$ cat config.mk
export PLATFORM = sky130hd
export DESIGN_NAME = pipeline_ctrl
export DESIGN_NICKNAME = d
export VERILOG_FILES = /design/src/rtl/pipeline_ctrl_pkg.sv /design/src/rtl/pipeline_ctrl_sat_counter.sv /design/src/rtl/pipeline_ctrl.sv
export SDC_FILE = /design/constraint.sdc
export NUM_CORES = 1
export LEC_CHECK = 0
export BUFFER_PORTS_ARGS = -buffer_cell sky130_fd_sc_hd__buf_4
export CORE_UTILIZATION = 40
export DETAILED_ROUTE_END_ITERATION = 12
export GPL_TIMING_DRIVEN = 0
export PLACE_DENSITY = 0.67
export SYNTH_ARGS = -nofsm -noshare
export SYNTH_HDL_FRONTEND = slang
export SYNTH_SLANG_ARGS = --single-unit
$ cat constraint.sdc
create_clock -name clk -period 1.9 [get_ports clk]
set_input_delay 0.285 -clock clk [delete_from_list [all_inputs] [get_ports clk]]
set_output_delay 0.285 -clock clk [all_outputs]
set_load 0.01 [all_outputs]
$ cat src/rtl/pipeline_ctrl_pkg.sv
// Shared definitions for the pipeline stall/flush controller: stall bus layout,
// stall masks, controller state encodings and the default exception vector.
package pipeline_ctrl_pkg;

  localparam int STALL_BUS_WIDTH = 6;
  typedef logic [STALL_BUS_WIDTH-1:0] stall_bus_t;

  // Bit k freezes stage k; bit 5 (WB) is never set so a bubble always drains.
  localparam stall_bus_t STALL_NONE = 6'b000000;
  localparam stall_bus_t STALL_ID   = 6'b000111;
  localparam stall_bus_t STALL_EX   = 6'b001111;
  localparam stall_bus_t STALL_MEM  = 6'b011111;

  localparam logic [31:0] EXC_VECTOR_DEFAULT = 32'hBFC0_0380;

  typedef enum logic [1:0] {
    ST_IDLE  = 2'd0,
    ST_WAIT  = 2'd1,
    ST_FLUSH = 2'd2
  } ctrl_state_e;

  function automatic logic stall_active(input stall_bus_t s);
    return |s;
  endfunction

endpackage

$ cat src/rtl/pipeline_ctrl_sat_counter.sv
// Saturating event counter with synchronous clear; clear wins over increment.
// Reusable for any single-bit performance event.
module pipeline_ctrl_sat_counter #(
  parameter int CNT_W = 32
) (
  input  logic             clk,
  input  logic             rst,
  input  logic             clr,
  input  logic             inc,
  output logic [CNT_W-1:0] count
);

  logic [CNT_W-1:0] count_r;

  // Count register: async reset, sync clear, increment until all-ones.
  always_ff @(posedge clk or negedge rst) begin
    if (!rst) begin
      count_r <= '0;
    end else if (clr) begin
      count_r <= '0;
    end else if (inc && (count_r != {CNT_W{1'b1}})) begin
      count_r <= count_r + CNT_W'(1);
    end else begin
      count_r <= count_r;
    end
  end

  assign count = count_r;

endmodule

$ cat src/rtl/pipeline_ctrl.sv
// Central stall/flush controller: merges hazard stalls, the MEM-stage RAM
// handshake (with timeout) and exceptions into stall, flush and redirect.
module pipeline_ctrl
  import pipeline_ctrl_pkg::*;
#(
  parameter int                ADDR_W         = 32,
  parameter int                TIMEOUT_CYCLES = 16,
  parameter logic [ADDR_W-1:0] EXC_VECTOR     = ADDR_W'(EXC_VECTOR_DEFAULT),
  parameter int                CNT_W          = 32
) (
  input  logic              clk,
  input  logic              rst,
  input  logic              id_stall_req,
  input  logic              ex_stall_req,
  input  logic              mem_req,
  input  logic              ram_resp_valid,
  input  logic              exc_valid,
  input  logic [ADDR_W-1:0] exc_target,
  input  logic              perf_clr,
  output logic              ram_req,
  output logic [5:0]        stall,
  output logic              flush,
  output logic              redirect_valid,
  output logic [ADDR_W-1:0] redirect_pc,
  output logic              bus_err,
  output logic [CNT_W-1:0]  stall_cycles
);

  localparam int              TO_W    = $clog2(TIMEOUT_CYCLES);
  localparam logic [TO_W-1:0] TO_LAST = TO_W'(TIMEOUT_CYCLES - 1);

  ctrl_state_e       state_r, state_nxt_s;
  logic [TO_W-1:0]   cnt_r, cnt_nxt_s;
  logic [ADDR_W-1:0] target_r, target_nxt_s;

  stall_bus_t        stall_s;
  logic              ram_req_s;
  logic              flush_s;
  logic              redirect_valid_s;
  logic [ADDR_W-1:0] redirect_pc_s;
  logic              bus_err_s;

  // State, timeout counter and redirect target registers.
  always_ff @(posedge clk or negedge rst) begin
    if (!rst) begin
      state_r  <= ST_IDLE;
      cnt_r    <= '0;
      target_r <= '0;
    end else begin
      state_r  <= state_nxt_s;
      cnt_r    <= cnt_nxt_s;
      target_r <= target_nxt_s;
    end
  end

  // Next-state and output decode; outputs are forced low while rst is held.
  always_comb begin
    state_nxt_s      = state_r;
    cnt_nxt_s        = cnt_r;
    target_nxt_s     = target_r;
    stall_s          = STALL_NONE;
    ram_req_s        = 1'b0;
    flush_s          = 1'b0;
    redirect_valid_s = 1'b0;
    redirect_pc_s    = '0;
    bus_err_s        = 1'b0;
    if (!rst) begin
      state_nxt_s = ST_IDLE;
    end else begin
      case (state_r)
        ST_IDLE: begin
          if (exc_valid) begin
            // Faulting access is never issued; MEM bubble keeps it out of WB.
            stall_s      = STALL_MEM;
            target_nxt_s = exc_target;
            state_nxt_s  = ST_FLUSH;
          end else if (mem_req && ram_resp_valid) begin
            ram_req_s = 1'b1;
          end else if (mem_req) begin
            ram_req_s   = 1'b1;
            stall_s     = STALL_MEM;
            cnt_nxt_s   = '0;
            state_nxt_s = ST_WAIT;
          end else if (ex_stall_req) begin
            stall_s = STALL_EX;
          end else if (id_stall_req) begin
            stall_s = STALL_ID;
          end else begin
            stall_s = STALL_NONE;
          end
        end
        ST_WAIT: begin
          if (ram_resp_valid) begin
            state_nxt_s = ST_IDLE;
          end else if (cnt_r == TO_LAST) begin
            bus_err_s    = 1'b1;
            stall_s      = STALL_MEM;
            target_nxt_s = EXC_VECTOR;
            state_nxt_s  = ST_FLUSH;
          end else begin
            stall_s   = STALL_MEM;
            cnt_nxt_s = cnt_r + TO_W'(1);
          end
        end
        ST_FLUSH: begin
          flush_s          = 1'b1;
          redirect_valid_s = 1'b1;
          redirect_pc_s    = target_r;
          state_nxt_s      = ST_IDLE;
        end
        default: begin
          state_nxt_s = ST_IDLE;
        end
      endcase
    end
  end

  pipeline_ctrl_sat_counter #(
    .CNT_W (CNT_W)
  ) u_stall_cnt (
    .clk   (clk),
    .rst   (rst),
    .clr   (perf_clr),
    .inc   (stall_active(stall_s)),
    .count (stall_cycles)
  );

  assign stall          = stall_s;
  assign ram_req        = ram_req_s;
  assign flush          = flush_s;
  assign redirect_valid = redirect_valid_s;
  assign redirect_pc    = redirect_pc_s;
  assign bus_err        = bus_err_s;

endmodule

==> metrics.log <==
INFO  metric tritoncts_clock_tree = built
INFO  metric synth_fp_nets = 411
INFO  metric ctsHtreeMaxLevel = 3
INFO  metric slowest_stage = sky130_fd_sc_hd__or3_4
INFO  metric syn_avg_cell_area = 10.1 sq um
INFO  metric synth_compound_area_share = 18.4%
INFO  metric num_rows = 34
INFO  metric place_congestion = 0.785
INFO  metric min_period_over_period = 121%
INFO  metric route.detailed.vias_per_inst = 5.74
INFO  metric cts_num_sinks = 70
INFO  metric place.detailed.hpwl = 6840 um
INFO  metric met3RoutedLength = 745 um
INFO  metric largest_family_of_logic_cells_by_synthesized_area = simple AND/OR/NAND/NOR gates
INFO  metric grt_antenna_before_repair = 0
INFO  metric worst-path-max-fanout = 3
INFO  metric timing.critical_path.max_delay_family = simple AND/OR/NAND/NOR gates
INFO  metric first_iter_violations = 125
INFO  metric clk_latency = 360 ps
INFO  metric vias = 3807
INFO  metric synthFlopType = sky130_fd_sc_hd__dfrtp_1
INFO  metric cts_max_path_buffers = 2
INFO  metric chipHeight = 98.7 um
INFO  metric fin_ws = -398 ps
INFO  metric global_route.overflow_total = 0
INFO  metric hold_path.class = primary input to asynchronous set/reset pin
INFO  metric grt_first_pass_wirelength = 17700 um
INFO  metric cpPeakStageDelay = 410 ps
INFO  metric number_of_placed_i_o_pins = 114
INFO  metric endpoint_kind = output port
INFO  metric route.final.wire_length = 12400 um
INFO  metric yosys.area_share.xor_xnor = 0.468%
INFO  metric rsz0062_at_grt = yes
INFO  metric failed_checks = negative hold slack, negative setup slack
INFO  metric placed_cell_area = 0.00473 sq mm
INFO  metric timing.critical_path.from_type = flip-flop
INFO  metric muxShareOfSynthArea = 1.51%
INFO  metric edff_count_synth = 0
INFO  metric final_layout_size_suffix_gt1_share = 57.5%
INFO  metric vias_in_the_first_global_route = 3486
INFO  metric wl_per_cell = 18.7 um
INFO  metric post_synth_and_or_nand_nor_area_fraction = 27.2%
INFO  metric cts_buffers = 9
INFO  metric topRoutingLayerUsed = met4
INFO  metric synth_seq_area_share = 46.8%
INFO  metric syn_inst = 369
INFO  metric cp_data_required_time = 1620 ps
INFO  metric clk_pin_slew_worst_paths = 80 ps
INFO  metric synthAdderAreaFrac = 0.669%
INFO  metric worst_voltage_drop_across_the_vdd_grid = 0.000349 V
INFO  metric ys_ff_latch = 70
INFO  metric core_region_area = 0.00889 sq mm
INFO  metric timing.setup.critical_path_class = flip-flop to output port
INFO  metric finalMaxSlewViolations = 0
INFO  metric post_layout_net_count = 592
INFO  metric run_status = finished, violations left
INFO  metric synth.distinct_cells = 49
INFO  metric m1WireLength = 5080 um
INFO  metric num_antenna_cells = 0
INFO  metric worst_ep_arrival_time = 2010 ps
INFO  metric pin_count_of_the_biggest_net_entering_global_routing = 76
INFO  metric areaGrowthSynthToFinish = 65.4%
INFO  metric hold_ws = -171 ps
INFO  metric count_of_input_and_output_buffers = 111
INFO  metric chipWidth = 98.7 um
INFO  metric timing.critical_path.cells = or3_4 -> or3_4 -> nand2_4 -> buf_6 -> buf_8 -> inv_4 -> buf_6 -> buf_6
INFO  metric finish.utilization = 69.6%
INFO  metric cts_root_buf = sky130_fd_sc_hd__clkbuf_8
INFO  metric final_cell_area = 0.00619 sq mm
INFO  metric dr_wl_met2 = 6260 um
INFO  metric netlist_area = 0.00374 sq mm
INFO  metric p_per_area = 597 mW/mm^2
INFO  metric worstPathBufferInverterCount = 5
INFO  metric initial_utilization = 42.1%
INFO  metric maxCapViolCount = 0
INFO  metric yosysWarningCount = 0
INFO  metric drt.antenna.violating_nets = 0
INFO  metric timing_worst_slew_pin_value = 695 ps
INFO  metric cpMostUsedCell = sky130_fd_sc_hd__buf_6
INFO  metric drtPass1Iterations = 4
INFO  metric fin_worst_skew = 14.9 ps
INFO  metric drc_errors = 0
INFO  metric setup_viol_count_final = 68
INFO  metric asr_flop_ratio_synth = 100%
INFO  metric timing.fmax = 435 MHz
INFO  metric max_slew_margin = 53.3%
INFO  metric finalHoldViolations = 70
INFO  metric period_minus_slack = 2300 ps
INFO  metric grt_util_all_layers = 23.1%
INFO  metric power.leakage = 2.73 nW
INFO  metric design.die.area = 0.00974 sq mm
INFO  metric total_design_power = 3.70 mW
INFO  metric dp_worst_setup_slack = -842 ps
[flip-flops by register name, summed over array words and instances (netlist names)]
signal	flops
u_stall_cnt.count	32
state_r	2
target_r	32
cnt_r	4
[layout make-up]
cell class | instances | area [sq um]
sequential | 70 | 1770
clock buffer | 11 | 131
inverter | 13 | 51.3
fill | 621 | 2700
timing repair buffer | 171 | 1560
buffer | 22 | 173
multi-input combinational | 263 | 2280
clock inverter | 5 | 82.6
tap | 108 | 135
[report_power, final]
group          total [mW]  switching, mW  leakage [nW]  internal (mW)
Combinational       0.637          0.277          1.74          0.360
Sequential           1.69         0.0718         0.882           1.61
Clock                1.37          0.626         0.108          0.746
[cells in the final DEF (no fill, tap or decap), types with 14 or more instances in the layout]
| cell | Yosys | layout |
|---|---|---|
| sky130_fd_sc_hd__dfrtp_2 | 0 | 16 |
| sky130_fd_sc_hd__and2_4 | 0 | 24 |
| sky130_fd_sc_hd__dfrtp_1 | 70 | 54 |
| sky130_fd_sc_hd__buf_4 | 6 | 127 |
| sky130_fd_sc_hd__nand3_1 | 15 | 14 |
| sky130_fd_sc_hd__a21oi_2 | 0 | 14 |
| sky130_fd_sc_hd__a22o_1 | 20 | 20 |
| sky130_fd_sc_hd__nand2_1 | 20 | 18 |
| sky130_fd_sc_hd__buf_6 | 2 | 42 |
| sky130_fd_sc_hd__a21oi_1 | 28 | 14 |
[metrics by stage]
step                      std cells  TNS, ps
after floorplan                 369        0
after global placement          588   -53960
after detailed placement        588   -56720
after CTS                       646    -5460
after global routing            663   -18790
final                           663   -11320
[routing by layer]
layer  global-route usage [%]  up-vias
met5                        0        -
met4                     8.15        0
met3                     5.18       35
met2                     38.6      172
met1                     29.5     1874
li1                         -     1726
[worst reg2reg max path: stages, from the launching register on]
cell	delay [ps]
sky130_fd_sc_hd__dfrtp_1	390
sky130_fd_sc_hd__or3_4	340
sky130_fd_sc_hd__or3_4	410
sky130_fd_sc_hd__buf_6	130
sky130_fd_sc_hd__buf_6	100
sky130_fd_sc_hd__buf_8	120
sky130_fd_sc_hd__nand4_4	80
sky130_fd_sc_hd__buf_6	140
sky130_fd_sc_hd__nor4b_2	50
sky130_fd_sc_hd__mux2_1	330
[timing repair]
action                                 in CTS  in global routing
setup buffers                              41                 20
endpoints found under the hold margin      70                 70
pin swaps                                  16                 36
setup endpoints to repair                  90                 73
gates resized for setup                    59                143
cloned                                      1                  3
[cell usage after synthesis (all sizes together) (4+ instances only)]
| cell | n | share of area [%] |
|---|---|---|
| dfrtp | 70 | 47 |
| and2 | 36 | 6.0 |
| a21oi | 28 | 3.7 |
| nand2 | 23 | 2.5 |
| a22o | 20 | 4.7 |
| o21ai | 16 | 2.1 |
| nand3 | 15 | 2.0 |
| clkbuf | 13 | 1.3 |
| inv | 13 | 1.3 |
| o22a | 12 | 2.8 |
| o31ai | 12 | 2.4 |
| or4 | 12 | 2.4 |
| buf | 11 | 2.2 |
| nor2 | 11 | 1.1 |
| or3 | 11 | 2.0 |
| and4 | 9 | 2.3 |
| nand4 | 8 | 2.3 |
| nor2b | 6 | 1.0 |
| mux2 | 5 | 1.5 |
| nor3 | 5 | 0.80 |
| nor4 | 4 | 1.5 |
[cell families after synthesis]
family | count (synthesis)
adders and majority gates | 2
muxes | 5
buffers and inverters | 37
xor gates and xnor gates | 2
DFF | 70
other | 1
AOI/OAI and AO/OA | 97
and+or+nand+nor | 155
[path summary, 6_finish.rpt]
check	from	endpoint	slack, ps	cells past startpoint
setup / recovery	state_r[0]$_DFFE_PN0P_	stall[2]	-400	8
min in group clk	exc_target[23]	target_r[23]$_DFFE_PN0P_	140	2
setup reg to reg	state_r[0]$_DFFE_PN0P_	u_stall_cnt.count[23]$_DFFE_PN0P_	-290	9
max in group asynchronous	rst	u_stall_cnt.count[30]$_DFFE_PN0P_	1730	1
hold / removal	rst	target_r[5]$_DFFE_PN0P_	-170	1
hold reg to reg	target_r[10]$_DFFE_PN0P_	target_r[10]$_DFFE_PN0P_	500	1
Power figures use the tool's default switching activity.
